### src/rtl/div_unit_pkg.sv
// Shared divide-unit definitions: div_ctrl encoding (also used by the decoder)
// and the divider FSM state type.
package div_unit_pkg;

  localparam logic [1:0] DIV_OP  = 2'b00;
  localparam logic [1:0] DIVU_OP = 2'b01;
  localparam logic [1:0] REM_OP  = 2'b10;
  localparam logic [1:0] REMU_OP = 2'b11;

  typedef enum logic [1:0] {
    IDLE = 2'd0,
    BUSY = 2'd1,
    DONE = 2'd2
  } div_state_t;

  // Bit 0 of div_ctrl selects the unsigned flavour of both DIV and REM.
  function automatic logic is_signed_op(input logic [1:0] ctrl);
    return !ctrl[0];
  endfunction

endpackage

### src/rtl/div_unit_step.sv
// One restoring-division iteration: shift {rem,quot} left by one and
// subtract the divisor when the widened partial remainder allows it.
module div_unit_step #(
  parameter int WIDTH = 32
) (
  input  logic [WIDTH-1:0] rem,
  input  logic [WIDTH-1:0] quot,
  input  logic [WIDTH-1:0] divisor,
  output logic [WIDTH-1:0] rem_next,
  output logic [WIDTH-1:0] quot_next
);

  logic [WIDTH:0] shifted;
  logic [WIDTH:0] diff;

  // WIDTH+1 bits: diff[WIDTH] is the borrow, set when shifted < divisor.
  assign shifted   = {rem, quot[WIDTH-1]};
  assign diff      = shifted - {1'b0, divisor};
  assign rem_next  = diff[WIDTH] ? shifted[WIDTH-1:0] : diff[WIDTH-1:0];
  assign quot_next = {quot[WIDTH-2:0], ~diff[WIDTH]};

endmodule

### src/rtl/div_unit.sv
// Iterative radix-2 RV32M divider (DIV/DIVU/REM/REMU) for the EX stage.
// Magnitudes are divided unsigned; signs are fixed up when the result is shown.
module div_unit
  import div_unit_pkg::*;
#(
  parameter int WIDTH = 32
) (
  input  logic             clk,
  input  logic             rst_n,
  input  logic             flush,
  input  logic             cache_stall_m,
  input  logic             div_en_e,
  input  logic [1:0]       div_ctrl_e,
  input  logic [WIDTH-1:0] src_a_e,
  input  logic [WIDTH-1:0] src_b_e,
  output logic             div_stall,
  output logic             div_valid_e,
  output logic [WIDTH-1:0] div_result_e,
  output div_state_t       div_state
);

  localparam int CNT_W = $clog2(WIDTH) + 1;
  localparam logic [WIDTH-1:0] MIN_INT = {1'b1, {(WIDTH-1){1'b0}}};

  div_state_t       state_q, state_d;
  logic [CNT_W-1:0] count_q;
  logic [WIDTH-1:0] quot_q, rem_q, divisor_q;
  logic [WIDTH-1:0] quot_nx, rem_nx;
  logic             rem_sel_q, quot_neg_q, rem_neg_q;
  logic             start, signed_op, div_zero, overflow;
  logic [WIDTH-1:0] a_abs, b_abs, quot_fix, rem_fix;

  assign start     = div_en_e && !flush;
  assign signed_op = is_signed_op(div_ctrl_e);
  assign div_zero  = (src_b_e == '0);
  assign overflow  = signed_op && (src_a_e == MIN_INT) && (src_b_e == '1);
  assign a_abs     = (signed_op && src_a_e[WIDTH-1]) ? -src_a_e : src_a_e;
  assign b_abs     = (signed_op && src_b_e[WIDTH-1]) ? -src_b_e : src_b_e;
  assign quot_fix  = quot_neg_q ? -quot_q : quot_q;
  assign rem_fix   = rem_neg_q ? -rem_q : rem_q;
  assign div_state = state_q;

  div_unit_step #(.WIDTH(WIDTH)) u_step (
    .rem       (rem_q),
    .quot      (quot_q),
    .divisor   (divisor_q),
    .rem_next  (rem_nx),
    .quot_next (quot_nx)
  );

  always_ff @(posedge clk or negedge rst_n) begin
    if (!rst_n) state_q <= IDLE;
    else        state_q <= state_d;
  end

  // Handshake: div_stall freezes IF/ID/DE and bubbles EX->MEM while high;
  // div_valid_e marks div_result_e for the cycle(s) spent in DONE, and the
  // instruction leaves EX on the edge that exits DONE (no cache stall).
  always_comb begin
    state_d      = state_q;
    div_stall    = 1'b0;
    div_valid_e  = 1'b0;
    div_result_e = '0;
    case (state_q)
      IDLE: begin
        div_stall = start;
        if (start) state_d = (div_zero || overflow) ? DONE : BUSY;
      end
      BUSY: begin
        div_stall = 1'b1;
        if (flush)                        state_d = IDLE;
        else if (count_q == CNT_W'(1))    state_d = DONE;
      end
      DONE: begin
        div_valid_e  = 1'b1;
        div_result_e = rem_sel_q ? rem_fix : quot_fix;
        if (flush || !cache_stall_m) state_d = IDLE;
      end
      default: state_d = IDLE;
    endcase
  end

  always_ff @(posedge clk or negedge rst_n) begin
    if (!rst_n) begin
      count_q    <= '0;
      quot_q     <= '0;
      rem_q      <= '0;
      divisor_q  <= '0;
      rem_sel_q  <= 1'b0;
      quot_neg_q <= 1'b0;
      rem_neg_q  <= 1'b0;
    end else begin
      case (state_q)
        IDLE: begin
          if (start) begin
            rem_sel_q <= div_ctrl_e[1];
            count_q   <= CNT_W'(WIDTH);
            divisor_q <= b_abs;
            // Fast paths already hold final signed values, so no fixup.
            if (div_zero) begin
              quot_q     <= '1;
              rem_q      <= src_a_e;
              quot_neg_q <= 1'b0;
              rem_neg_q  <= 1'b0;
            end else if (overflow) begin
              quot_q     <= MIN_INT;
              rem_q      <= '0;
              quot_neg_q <= 1'b0;
              rem_neg_q  <= 1'b0;
            end else begin
              quot_q     <= a_abs;
              rem_q      <= '0;
              quot_neg_q <= signed_op && (src_a_e[WIDTH-1] ^ src_b_e[WIDTH-1]);
              rem_neg_q  <= signed_op && src_a_e[WIDTH-1];
            end
          end
        end
        BUSY: begin
          quot_q  <= quot_nx;
          rem_q   <= rem_nx;
          count_q <= count_q - CNT_W'(1);
        end
        default: ;
      endcase
    end
  end

endmodule
### config.mk
export PLATFORM = sky130hd
export DESIGN_NAME = div_unit
export DESIGN_NICKNAME = d
export VERILOG_FILES = /design/src/rtl/div_unit_pkg.sv /design/src/rtl/div_unit_step.sv /design/src/rtl/div_unit.sv
export SDC_FILE = /design/constraint.sdc
export NUM_CORES = 1
export LEC_CHECK = 0
export CAP_MARGIN = 0
export CELL_PAD_IN_SITES_DETAIL_PLACEMENT = 0
export CELL_PAD_IN_SITES_GLOBAL_PLACEMENT = 1
export CORE_UTILIZATION = 35
export CTS_CLUSTER_SIZE = 24
export DETAILED_ROUTE_END_ITERATION = 10
export GPL_ROUTABILITY_DRIVEN = 0
export GPL_TIMING_DRIVEN = 0
export PLACE_DENSITY_LB_ADDON = 0.1
export SKIP_CTS_REPAIR_TIMING = 1
export SLEW_MARGIN = 20
export SYNTH_ARGS = -nofsm -noshare
export SYNTH_HDL_FRONTEND = slang
export SYNTH_SLANG_ARGS = --single-unit
### constraint.sdc
create_clock -name clk -period 5.5 [get_ports clk]
set_clock_uncertainty 0.15 [all_clocks]
set_input_delay 0.55 -clock clk [delete_from_list [all_inputs] [get_ports clk]]
set_output_delay 0.55 -clock clk [all_outputs]
set_load 0.02 [all_outputs]
# [Word level (Yosys, flattened, before mapping)]
# Cells that the tools add are included.
# W data, S select, Z words.
[totals] register_bits=107 in_bits=71 elab_cells=69
[classes] n_addsub=6 n_eq_ne=8 n_mux=28 n_bitwise=2 n_reduce_logical=17
[ops] cell="$mux W32" count=12
[ops] cell="$neg A32 Y32" count=4
[ops] cell="$pmux W32 S2" count=2
[ops] cell="$eq A32 B32 Y1 const B" count=2
[ops] cell="$sub A33 B32 Y33" count=1
[ops] cell="$logic_not A32 Y1" count=1
[ops] cell="$pmux W6 S2" count=1
[ops] cell="$mux W2" count=5
[ops] cell="$eq A6 B1 Y1 const B" count=1
[ops] cell="$logic_and A1 B1 Y1" count=6
[ops] cell="$mux W6" count=1
[ops] cell="$pmux W2 S3" count=1
[ops] cell="$sub A6 B1 Y6 const B" count=1
[ops] cell="$mux W1" count=5
[ops] cell="$ne A2 B2 Y1 const B" count=2
[ops] cell="$reduce_and A2 Y1" count=2
[ops] cell="$logic_not A1 Y1" count=3
[ops] cell="$ne A3 B3 Y1 const B" count=1
[ops] cell="$reduce_and A3 Y1" count=1
[ops] cell="$eq A2 B1 Y1 const B" count=1
[ops] cell="$eq A2 B2 Y1 const B" count=1
[ops] cell="$logic_not A2 Y1" count=1
[ops] cell="$logic_or A1 B1 Y1" count=2
[ops] cell="$pmux W1 S2" count=1
[ops] cell="other kinds (3)" count=3

# [Logic depth before layout (Yosys ltp)]
# Gate-level depths: netlist (run 1).
[depth] word_depth=7 ltp_mapped=14 mapped_depth_nobuf=13

# [Hierarchy]
# Synthesis (run 1) repeated with hierarchy kept, for this count alone.
[hier_totals] cells_unflattened=1251 hier_area_um2=10206.0
[by_module_without_submodules] module="div_unit" instances=1 cells_per_inst=915 area_per_inst_um2=7607.3 seq_area_each_um2=2677.6
[by_module_without_submodules] module="div_unit_step" instances=1 cells_per_inst=336 area_per_inst_um2=2598.7 seq_area_each_um2=0.0

# [Worst setup path before layout (run 1)]
# No wires, ideal clock.
[synth_path] path_type="reg-to-output" from="reg quot_q[16]" to="out div_result_e[31]" arrival_ns=2.946 setup_slack_ns=1.854 path_stages_with_launch=10 path_buffers=0 cell_sequence="dfrtp_1 -> or3_1 -> or3_1 -> nor3_2 -> nand4b_1 -> or4_1 -> o31ai_1 -> xnor2_1 -> nor2_1 -> a211oi_1"
[synth_via] elab_chain_cells=4
[synth_lines] element="start: declaration" line="div_unit.sv:27" text="logic [WIDTH-1:0] quot_q, rem_q, divisor_q;"
[synth_lines] element="start signal: assignment" line="div_unit.sv:111" text="quot_q <= a_abs;"
[synth_lines] element="start signal: assignment" line="div_unit.sv:119" text="quot_q <= quot_nx;"
[synth_lines] element="$neg A32 Y32" line="div_unit.sv:39" text="assign quot_fix = quot_neg_q ? -quot_q : quot_q;"
[synth_lines] element="$mux W32" line="div_unit.sv:39"
[synth_lines] element="$mux W32" line="div_unit.sv:76" text="div_result_e = rem_sel_q ? rem_fix : quot_fix;"
[synth_lines] element="$mux W32" line="div_unit.sv:64" text="case (state_q)"
[synth_lines] element="end: declaration" line="div_unit.sv:18" text="output logic [WIDTH-1:0] div_result_e,"
# No other way between the ends.

# [Final worst setup path (run 1)]
[layout_path] from="reg rem_q[5]" to="out div_result_e[25]"
[layout_via] elab_chain_cells=4
[layout_lines] element="start: declaration" line="div_unit.sv:27"
[layout_lines] element="start signal: assignment" line="div_unit.sv:102" text="rem_q <= src_a_e;"
[layout_lines] element="start signal: assignment" line="div_unit.sv:120" text="rem_q <= rem_nx;"
[layout_lines] element="$neg A32 Y32" line="div_unit.sv:40" text="assign rem_fix = rem_neg_q ? -rem_q : rem_q;"
[layout_lines] element="$mux W32" line="div_unit.sv:40"
[layout_lines] element="$mux W32" line="div_unit.sv:76"
[layout_lines] element="$mux W32" line="div_unit.sv:64"
# No other way between the ends.

==> impl_metrics.env, run 1 <==
export IMPL_synth_area_leaders="dfrtp_1 (28%), xnor2_1 (7.6%), o21ai_0 (7.4%)"
export IMPL_critPathTopFamily="simple AND/OR/NAND/NOR gates"
export IMPL_vdd_drop_max_v=0.0002197
export IMPL_antenna_found_initial=0
export IMPL_final_common_cell="o21ai_0"
export IMPL_insertion_delay_ps=370
export IMPL_power_w=0.005655
export IMPL_fin_crit_sh_pct=91.48
export IMPL_ys_flop_type="dfrtp_1"
export IMPL_diodes=0
export IMPL_synth_area_per_cell_um2=7.877
export IMPL_synthCells=1221
export IMPL_slew_headroom_pct=25.23
export IMPL_ys_ff_latch=107
export IMPL_grt_pass1_vias=9217
export IMPL_synth_top_area_share_pct=27.84
export IMPL_numCtsBuffers=9
export IMPL_worstMarginPinSlew_ps=1121
export IMPL_layout_drive_gt1_share_pct=4.312
export IMPL_end_kind="output port"
export IMPL_drv_cap=0
export IMPL_period_needed_ps=5031
export IMPL_via_count=9479
export IMPL_synth_area_um2=9618
export IMPL_grt_ovfl_total=0
export IMPL_crit_top_cell="nand2_1"
export IMPL_cp_slowest_cell="o41ai_1"
export IMPL_ioPinCount=107
export IMPL_drc=0
export IMPL_wl_um=34970
export IMPL_crit_path_start="rem_q[5]"
export IMPL_wire_per_inst_um=20.74
export IMPL_worstHoldPathType="input port to async pin"
export IMPL_drtAntennaViolNets=0
export IMPL_synth_nets=1332
export IMPL_setup_viol=0
export IMPL_cts_sinks=107
export IMPL_most_common_layout_cells="o21ai_0 (142), nand2_1 (123), dfrtp_1 (107)"
export IMPL_layout_nets=1451
export IMPL_grt_first_pass_wirelength_um=54000
export IMPL_cts_buffer_depth=2
export IMPL_worst_path_buf_inv=2
export IMPL_status="complete, but fails checks"
export IMPL_critPathMaxFanout=6
export IMPL_grtUsageTotal_pct=25.15
export IMPL_power_leakage_nw=4.474
export IMPL_initial_core_util_pct=35.69
export IMPL_num_rows=60
export IMPL_cts_tree="done"
export IMPL_synth_top_cell_by_area="dfrtp_1"
export IMPL_r2r_start="quot_q[31]"
export IMPL_async_reset_ff_share_pct=100.0
export IMPL_start_kind="register"
export IMPL_syn2layout_area_growth_pct=19.14
export IMPL_holdWs_ps=-41.42
export IMPL_arrival_ps=4330
export IMPL_io_buffer_count=106
export IMPL_violations="negative hold slack"
export IMPL_cts_root_buf="clkbuf_16"
export IMPL_rsz0062_at_grt="no"
export IMPL_die_area_um2=28150
export IMPL_die_w_um=167.8
export IMPL_ys_types=77
export IMPL_synth_edf_count=0
export IMPL_die_h_um=167.8
export IMPL_finalMaxSlewViolations=0
export IMPL_drt_initial_drc_count=774
export IMPL_post_drt_via_cell_ratio=5.622
export IMPL_coreArea_um2=26950
export IMPL_fmax_mhz=198.8
export IMPL_required_ps=4800
export IMPL_critPathMaxStageDelay_ps=870
export IMPL_crit_type="register to output port"
export IMPL_final_hold_viol_count=46
export IMPL_dpl_hpwl_um=28260
export IMPL_yosysSeqAreaShare_pct=27.84
export IMPL_first_pass_iters=5
export IMPL_ys_warn_count=0
export IMPL_cts_max_level=3
export IMPL_grt_max_degree=62
export IMPL_crit_chain="or3_1, nor3_1, nand3_1, or2_2, inv_1, nand2_1, o41ai_1, nand2_1, xnor2_1, a211oi_1, clkdlybuf4s50_1"
export IMPL_powerDensity_nw_per_um2=493.5
export IMPL_clk_pin_slew_ps=80
## worst register-to-register path, cell delays in order, from the launching register on
cell	delay, ps
dfrtp_1	520
inv_1	130
ha_1	250
fa_1	410
nor2b_1	170
o31ai_1	110
a21oi_2	200
a32oi_1	250
o31ai_4	370
a31oi_2	200
o21ai_2	200
xor2_2	450
buf_4	330
o2111a_1	260
o22ai_1	90
## kinds of logic after synthesis
logic type                 count (synthesis)  share of synthesized area (%)
buffers and inverters                    125                          5.178
and+or+nand+nor                          393                          20.48
xor gates and xnor gates                 143                          13.10
AOI/OAI and AO/OA                        396                          26.34
muxes                                     17                          1.782
DFF                                      107                          27.84
adders and majority gates                 40                          5.282
## state kept, by name, indices dropped and copies added, names as in the netlist
| register | count |
|---|---|
| rem_sel_q | 1 |
| rem_neg_q | 1 |
| quot_q | 32 |
| div_state | 2 |
| divisor_q | 32 |
| count_q | 6 |
| quot_neg_q | 1 |
| rem_q | 32 |
## where the power goes
part | switching (W) | internal, W | leakage (nW) | total (W)
registers | 0.000494 | 0.00109 | 1.30 | 0.00159
logic | 0.00197 | 0.00139 | 3.02 | 0.00336
clock network | 0.000326 | 0.000381 | 0.152 | 0.000706
## cell usage after synthesis, types with 5 or more instances
cell type,number
a211oi_1,43
a21o_1,14
a21oi_1,65
a221o_1,6
a22oi_1,10
a311oi_1,7
a31oi_1,11
and3_1,16
and4_1,5
buf_1,7
buf_2,8
clkbuf_1,50
dfrtp_1,107
ha_1,39
inv_1,56
mux2i_1,16
nand2_1,123
nand2b_1,12
nand3_1,49
nand4_1,11
nor2_1,81
nor2b_1,10
nor3_1,25
nor4_1,11
o211ai_1,7
o21a_1,5
o21ai_0,142
o21ai_1,5
o22ai_1,9
o311a_1,7
o31ai_1,30
o41ai_1,8
or3_1,16
or4_1,5
xnor2_1,84
xor2_1,58
## routing by layer
metal  global-route usage [%]  wire [um]
met1                    34.55      16470
met2                    41.41      16110
met3                    2.468       1432
met4                    8.177        953
met5                        0          0
## through the flow
stage	instances	util [%]	worst slack, ps	TNS, ps	instance area [um2]
global placement	1668	41.21	-778.9	-81890	11110
floorplan	1221	-	1854	0	9618
finish	1686	42.52	468.6	0	11460
CTS	1686	42.52	447.4	0	11460
global route	1686	42.52	185.0	0	11460
detailed placement	1670	41.36	865.2	0	11150
## worst paths after layout
check	cells past startpoint	slack (ps)	endpoint
min reg2reg	2	330	divisor_q[3]
min in group clk	2	330	divisor_q[3]
max in group asynchronous	2	4560	divisor_q[9]
max	11	470	div_result_e[25]
max reg2reg	14	1260	rem_q[26]
min	1	-40	quot_q[28]
## final cells by class
cell class | instances | area [um2]
clock inverter | 5 | 60.06
buffer | 69 | 287.8
fill | 2810 | 15490
inverter | 56 | 210.2
multi-input combinational | 989 | 6449
clock buffer | 11 | 252.7
sequential | 107 | 2678
tap | 341 | 426.7
timing repair buffer | 108 | 1095
No activity file was read; power rests on OpenSTA's default activity.
==> run 2: changes to the inputs <==
--- a/config.mk
+++ b/config.mk
@@ -10,2 +10,3 @@
 export CELL_PAD_IN_SITES_GLOBAL_PLACEMENT = 1
+export CORE_ASPECT_RATIO = 0.9
 export CORE_UTILIZATION = 35
==> constraint.sdc (replaced) <==
create_clock -name clk -period 5.5 [get_ports clk]
set_clock_uncertainty 0.15 [all_clocks]
set_input_delay 0.825 -clock clk [delete_from_list [all_inputs] [get_ports clk]]
set_output_delay 0.825 -clock clk [all_outputs]
set_load 0.02 [all_outputs]
==> impl_metrics.env, run 2 (synthesis results as in run 1) <==
export IMPL_layout_nets=1451
export IMPL_power_w=0.005640
export IMPL_wire_per_inst_um=21.48
export IMPL_n_fill_cell=2840
export IMPL_dpl_hpwl_um=29160
export IMPL_end_kind="output port"
export IMPL_cts_sinks=107
export IMPL_dr_wl_met3_um=1978
export IMPL_grtUsageTotal_pct=26.53
export IMPL_vdd_drop_max_v=0.0002219
export IMPL_routed_top_layer="met4"
export IMPL_wl_met1_um=17720
export IMPL_insertion_delay_ps=370
export IMPL_worstHoldPathType="input port to async pin"
export IMPL_layout_drive_gt1_share_pct=4.315
export IMPL_num_rows=57
export IMPL_arrival_ps=4190
export IMPL_drv_cap=0
export IMPL_initial_core_util_pct=35.58
export IMPL_cp_slowest_cell="nor4_1"
export IMPL_die_w_um=176.7
export IMPL_fin_crit_sh_pct=93.95
export IMPL_holdWs_ps=264.9
export IMPL_critPathTopFamily="simple AND/OR/NAND/NOR gates"
export IMPL_p_int_w=0.002850
export IMPL_coreArea_um2=27030
export IMPL_post_drt_via_cell_ratio=5.757
export IMPL_setup_viol=0
export IMPL_rsz0062_at_grt="no"
export IMPL_grt_pass1_vias=9741
export IMPL_powerDensity_nw_per_um2=491.7
export IMPL_start_kind="register"
export IMPL_p_sw_w=0.002790
export IMPL_top_regs="divisor_q: 32 flops, quot_q: 32 flops, rem_q: 32 flops"
export IMPL_drtAntennaViolNets=0
export IMPL_pwr_share_comb_pct=59.6
export IMPL_syn2layout_area_growth_pct=19.25
export IMPL_numCtsBuffers=9
export IMPL_power_leakage_nw=4.473
export IMPL_grt_ovfl_total=0
export IMPL_place_ws_ps=579.8
export IMPL_drt_initial_drc_count=816
export IMPL_status="finished, final reports clean"
export IMPL_worstMarginPinSlew_ps=1081
export IMPL_final_hold_viol_count=0
export IMPL_critPathMaxStageDelay_ps=730
export IMPL_crit_chain="or3_1, nor4_1, nand4b_1, or4_1, o31ai_1, xnor2_1, nor2_1, a211oi_1, clkdlybuf4s50_1"
export IMPL_cts_tree="done"
export IMPL_ioPinCount=107
export IMPL_cts_buffer_depth=2
export IMPL_utilization_pct=42.43
export IMPL_worst_path_buf_inv=1
export IMPL_multiInputGateArea_um2=6456
export IMPL_critPathMaxFanout=5
export IMPL_setup_ws_ps=332.7
export IMPL_final_common_cell="o21ai_0"
export IMPL_seqPwrFrac_pct=28.0
export IMPL_seqCellArea_um2=2678
export IMPL_diodes=0
export IMPL_power_switching_share_pct=49.47
export IMPL_antenna_found_initial=1
export IMPL_finalMaxSlewViolations=0
export IMPL_fmax_mhz=193.5
export IMPL_die_h_um=159.3
export IMPL_drc=0
export IMPL_crit_type="register to output port"
export IMPL_wl_met2_um=16060
export IMPL_cts_max_level=3
export IMPL_slew_headroom_pct=27.91
export IMPL_required_ps=4530
export IMPL_pwr_share_clk_pct=12.4
export IMPL_grt_max_degree=56
export IMPL_most_common_layout_cells="o21ai_0 (142), nand2_1 (123), dfrtp_1 (107)"
export IMPL_first_pass_iters=5
export IMPL_grt_first_pass_wirelength_um=56860
export IMPL_io_buffer_count=106
export IMPL_period_needed_ps=5167
export IMPL_via_count=9775
export IMPL_clk_pin_slew_ps=80
export IMPL_wl_um=36470
export IMPL_cts_root_buf="clkbuf_16"
export IMPL_die_area_um2=28150
## run 2: cell count changes in the layout (fill, tap and decap cells not counted)
cell	delta
clkinvlp_4	-1
o41ai_1	-1
o41ai_2	+1
inv_8	+2
inv_6	-1
clkinv_4	+1
clkbuf_8	-2
## run 2: path summary, 6_finish.rpt
check | from | to | slack (ps) | depth (start not counted)
max in group asynchronous | rst_n | quot_q[12] | 4220 | 2
hold reg to reg | divisor_q[4] | divisor_q[4] | 330 | 2
setup reg to reg | quot_q[31] | rem_q[12] | 1140 | 13
hold / removal | rst_n | divisor_q[28] | 260 | 1
min in group clk | divisor_q[4] | divisor_q[4] | 330 | 2
setup / recovery | quot_q[10] | div_result_e[31] | 330 | 9
## run 2: worst register-to-register path, delay by kind of cell, from the launching register on
family | cells | cell delay [ps]
buf+inv | 2 | 630
simple gates | 1 | 210
compound gates | 7 | 1540
fa+ha+maj | 2 | 670
xor+xnor | 1 | 450
flops | 1 | 540
## run 2: stage by stage
step	setup TNS (ps)	area, um2	instances
after floorplan	0	9618	1221
after global placement	-129230	11120	1681
after detailed placement	0	11160	1683
after CTS	0	11460	1698
after global routing	0	11470	1698
final	0	11470	1698
## run 2: metal layers
layer  GRT usage (%)  up-vias
li1                -     4685
met1           39.40     4769
met2           40.59      283
met3           3.128       38
met4           6.309        0
met5               0        -
## run 2: layout make-up
cell class | count | area share, %
tap | 354 | 3.862
buffer | 69 | 2.509
sequential | 107 | 23.34
multi-input combinational | 989 | 56.29
inverter | 56 | 1.833
timing repair buffer | 108 | 9.545
clock inverter | 6 | 0.6545
clock buffer | 9 | 1.964
## run 2: power groups by stage
stage	sequential, W	clock [W]	combinational, W
CTS	0.00157	0.000716	0.00336
detailed placement	0.00159	0	0.00334
floorplan	0.00142	0	0.00248
global route	0.00164	0.000740	0.00376
global placement	0.00159	0	0.00333
finish	0.00158	0.000697	0.00336
==> run 3: changes to the inputs <==
Clock period 5.5 ns to 4.4 ns, I/O delays scaled along.
==> impl_metrics.env, run 3 (synthesis results as in run 1) <==
export IMPL_status="finished, final reports clean"
export IMPL_num_rows=57
export IMPL_post_drt_via_cell_ratio=5.737
export IMPL_wl_um=36560
export IMPL_crit_type="register to output port"
export IMPL_coreArea_um2=27030
export IMPL_drtAntennaViolNets=0
export IMPL_die_w_um=176.7
export IMPL_end_kind="output port"
export IMPL_layout_nets=1455
export IMPL_p_int_w=0.003593
export IMPL_fmax_mhz=237.6
export IMPL_initial_core_util_pct=35.58
export IMPL_power_w=0.007134
export IMPL_p_sw_w=0.003540
export IMPL_cts_sinks=107
export IMPL_start_kind="register"
export IMPL_cts_tree="done"
export IMPL_io_buffer_count=106
export IMPL_drv_cap=0
export IMPL_cts_root_buf="clkbuf_16"
export IMPL_placed_cells=1683
export IMPL_grt_pass1_vias=9741
export IMPL_required_ps=3590
export IMPL_pwr_share_comb_pct=59.7
export IMPL_most_common_layout_cells="o21ai_0 (140), nand2_1 (123), dfrtp_1 (105)"
export IMPL_rsz0062_at_grt="no"
export IMPL_clk_pin_slew_ps=80
export IMPL_final_common_cell="o21ai_0"
export IMPL_diodes=0
export IMPL_syn2layout_area_growth_pct=20.50
export IMPL_arrival_ps=3400
export IMPL_cts_buffer_depth=2
export IMPL_first_pass_iters=5
export IMPL_seqPwrFrac_pct=28.1
export IMPL_fin_crit_sh_pct=95.65
export IMPL_drt_initial_drc_count=731
export IMPL_dpl_hpwl_um=29160
export IMPL_period_needed_ps=4208
export IMPL_powerDensity_nw_per_um2=615.5
export IMPL_antenna_found_initial=1
export IMPL_worstMarginPinSlew_ps=1105
export IMPL_finalSetupTns_ps=0
export IMPL_die_area_um2=28150
export IMPL_layout_drive_gt1_share_pct=5.712
export IMPL_critPathMaxFanout=5
export IMPL_grt_ovfl_total=0
export IMPL_finalMaxSlewViolations=0
export IMPL_ioPinCount=107
export IMPL_setup_viol=0
export IMPL_cts_max_level=3
export IMPL_place_ws_ps=-355.2
export IMPL_drc=0
export IMPL_insertion_delay_ps=370
export IMPL_pwr_share_clk_pct=12.3
export IMPL_slew_headroom_pct=26.35
export IMPL_final_hold_viol_count=0
export IMPL_vdd_drop_max_v=0.0002761
export IMPL_grt_max_degree=56
export IMPL_power_switching_share_pct=49.63
export IMPL_power_leakage_nw=4.610
export IMPL_grt_first_pass_wirelength_um=56860
export IMPL_grtUsageTotal_pct=26.53
export IMPL_die_h_um=159.3
export IMPL_layout_cells_non_filler=1702
export IMPL_worstHoldPathType="input port to async pin"
export IMPL_numCtsBuffers=9
export IMPL_top_regs="divisor_q: 32 flops, quot_q: 32 flops, rem_q: 32 flops"
export IMPL_via_count=9764
export IMPL_wire_per_inst_um=21.48
export IMPL_setup_ws_ps=191.5
-- run 3: changes by cell type in the layout (fill, tap and decap cells not counted), sizes merged --
cell and change:
dlymetal6s2s +5, clkdlybuf4s50 -9, clkbuf +3, buf +5
-- run 3: power by group through the flow --
stage               clock, W  sequential [W]  combinational (W)
finish              0.000875         0.00200            0.00426
global route        0.000925         0.00207            0.00475
CTS                 0.000895         0.00197            0.00420
detailed placement         0         0.00198            0.00418
global placement           0         0.00198            0.00416
floorplan                  0         0.00177            0.00310
-- run 3: critical path: stages (launching register included) --
cell and delay [ps]:
dfrtp_1 430, or3_1 430, or3_1 400, nor3_4 170, nand4b_1 200, or4_4 510, o41ai_4 260, xnor2_1 150
nor2_1 60, a211oi_1 220, clkbuf_2 210
-- run 3: worst paths after layout --
path | startpoint | end | slack, ps | cells after the start
setup / recovery | quot_q[16] | div_result_e[29] | 190 | 10
hold / removal | rst_n | divisor_q[28] | 100 | 1
setup reg to reg | quot_q[31] | rem_q[31] | 290 | 14
hold reg to reg | divisor_q[4] | divisor_q[4] | 330 | 2
max in group asynchronous | rst_n | rem_q[5] | 3280 | 2
min in group clk | divisor_q[4] | divisor_q[4] | 330 | 2
-- run 3: layout make-up --
cell class / count / area [um2]
multi-input cells: 989 / 6548
well taps: 354 / 442.9
inverters: 56 / 210.2
clock buffers: 9 / 225.2
repair buffers: 112 / 1117
flip-flops and latches: 107 / 2680
plain buffers: 69 / 291.5
fillers: 2832 / 15440
clock inverters: 6 / 75.07
-- run 3: metal layers --
metal / part of all wire, % / up-vias / routed length, um / track usage, %
met4: 1.8 / 0 / 675 / 6.309
met1: 49 / 4762 / 17820 / 39.40
met2: 44 / 277 / 16150 / 40.59
met3: 5.2 / 35 / 1914 / 3.128
met5: 0 / - / 0 / 0
li1: - / 4690 / - / -
-- run 3: stage by stage --
step	utilization [%]	instance area, um2	hold WS [ps]
finish	42.88	11590	98.72
floorplan	-	9618	214.4
global route	42.88	11590	134.6
CTS	42.41	11460	115.8
global placement	41.15	11120	317.6
detailed placement	41.30	11160	320.8
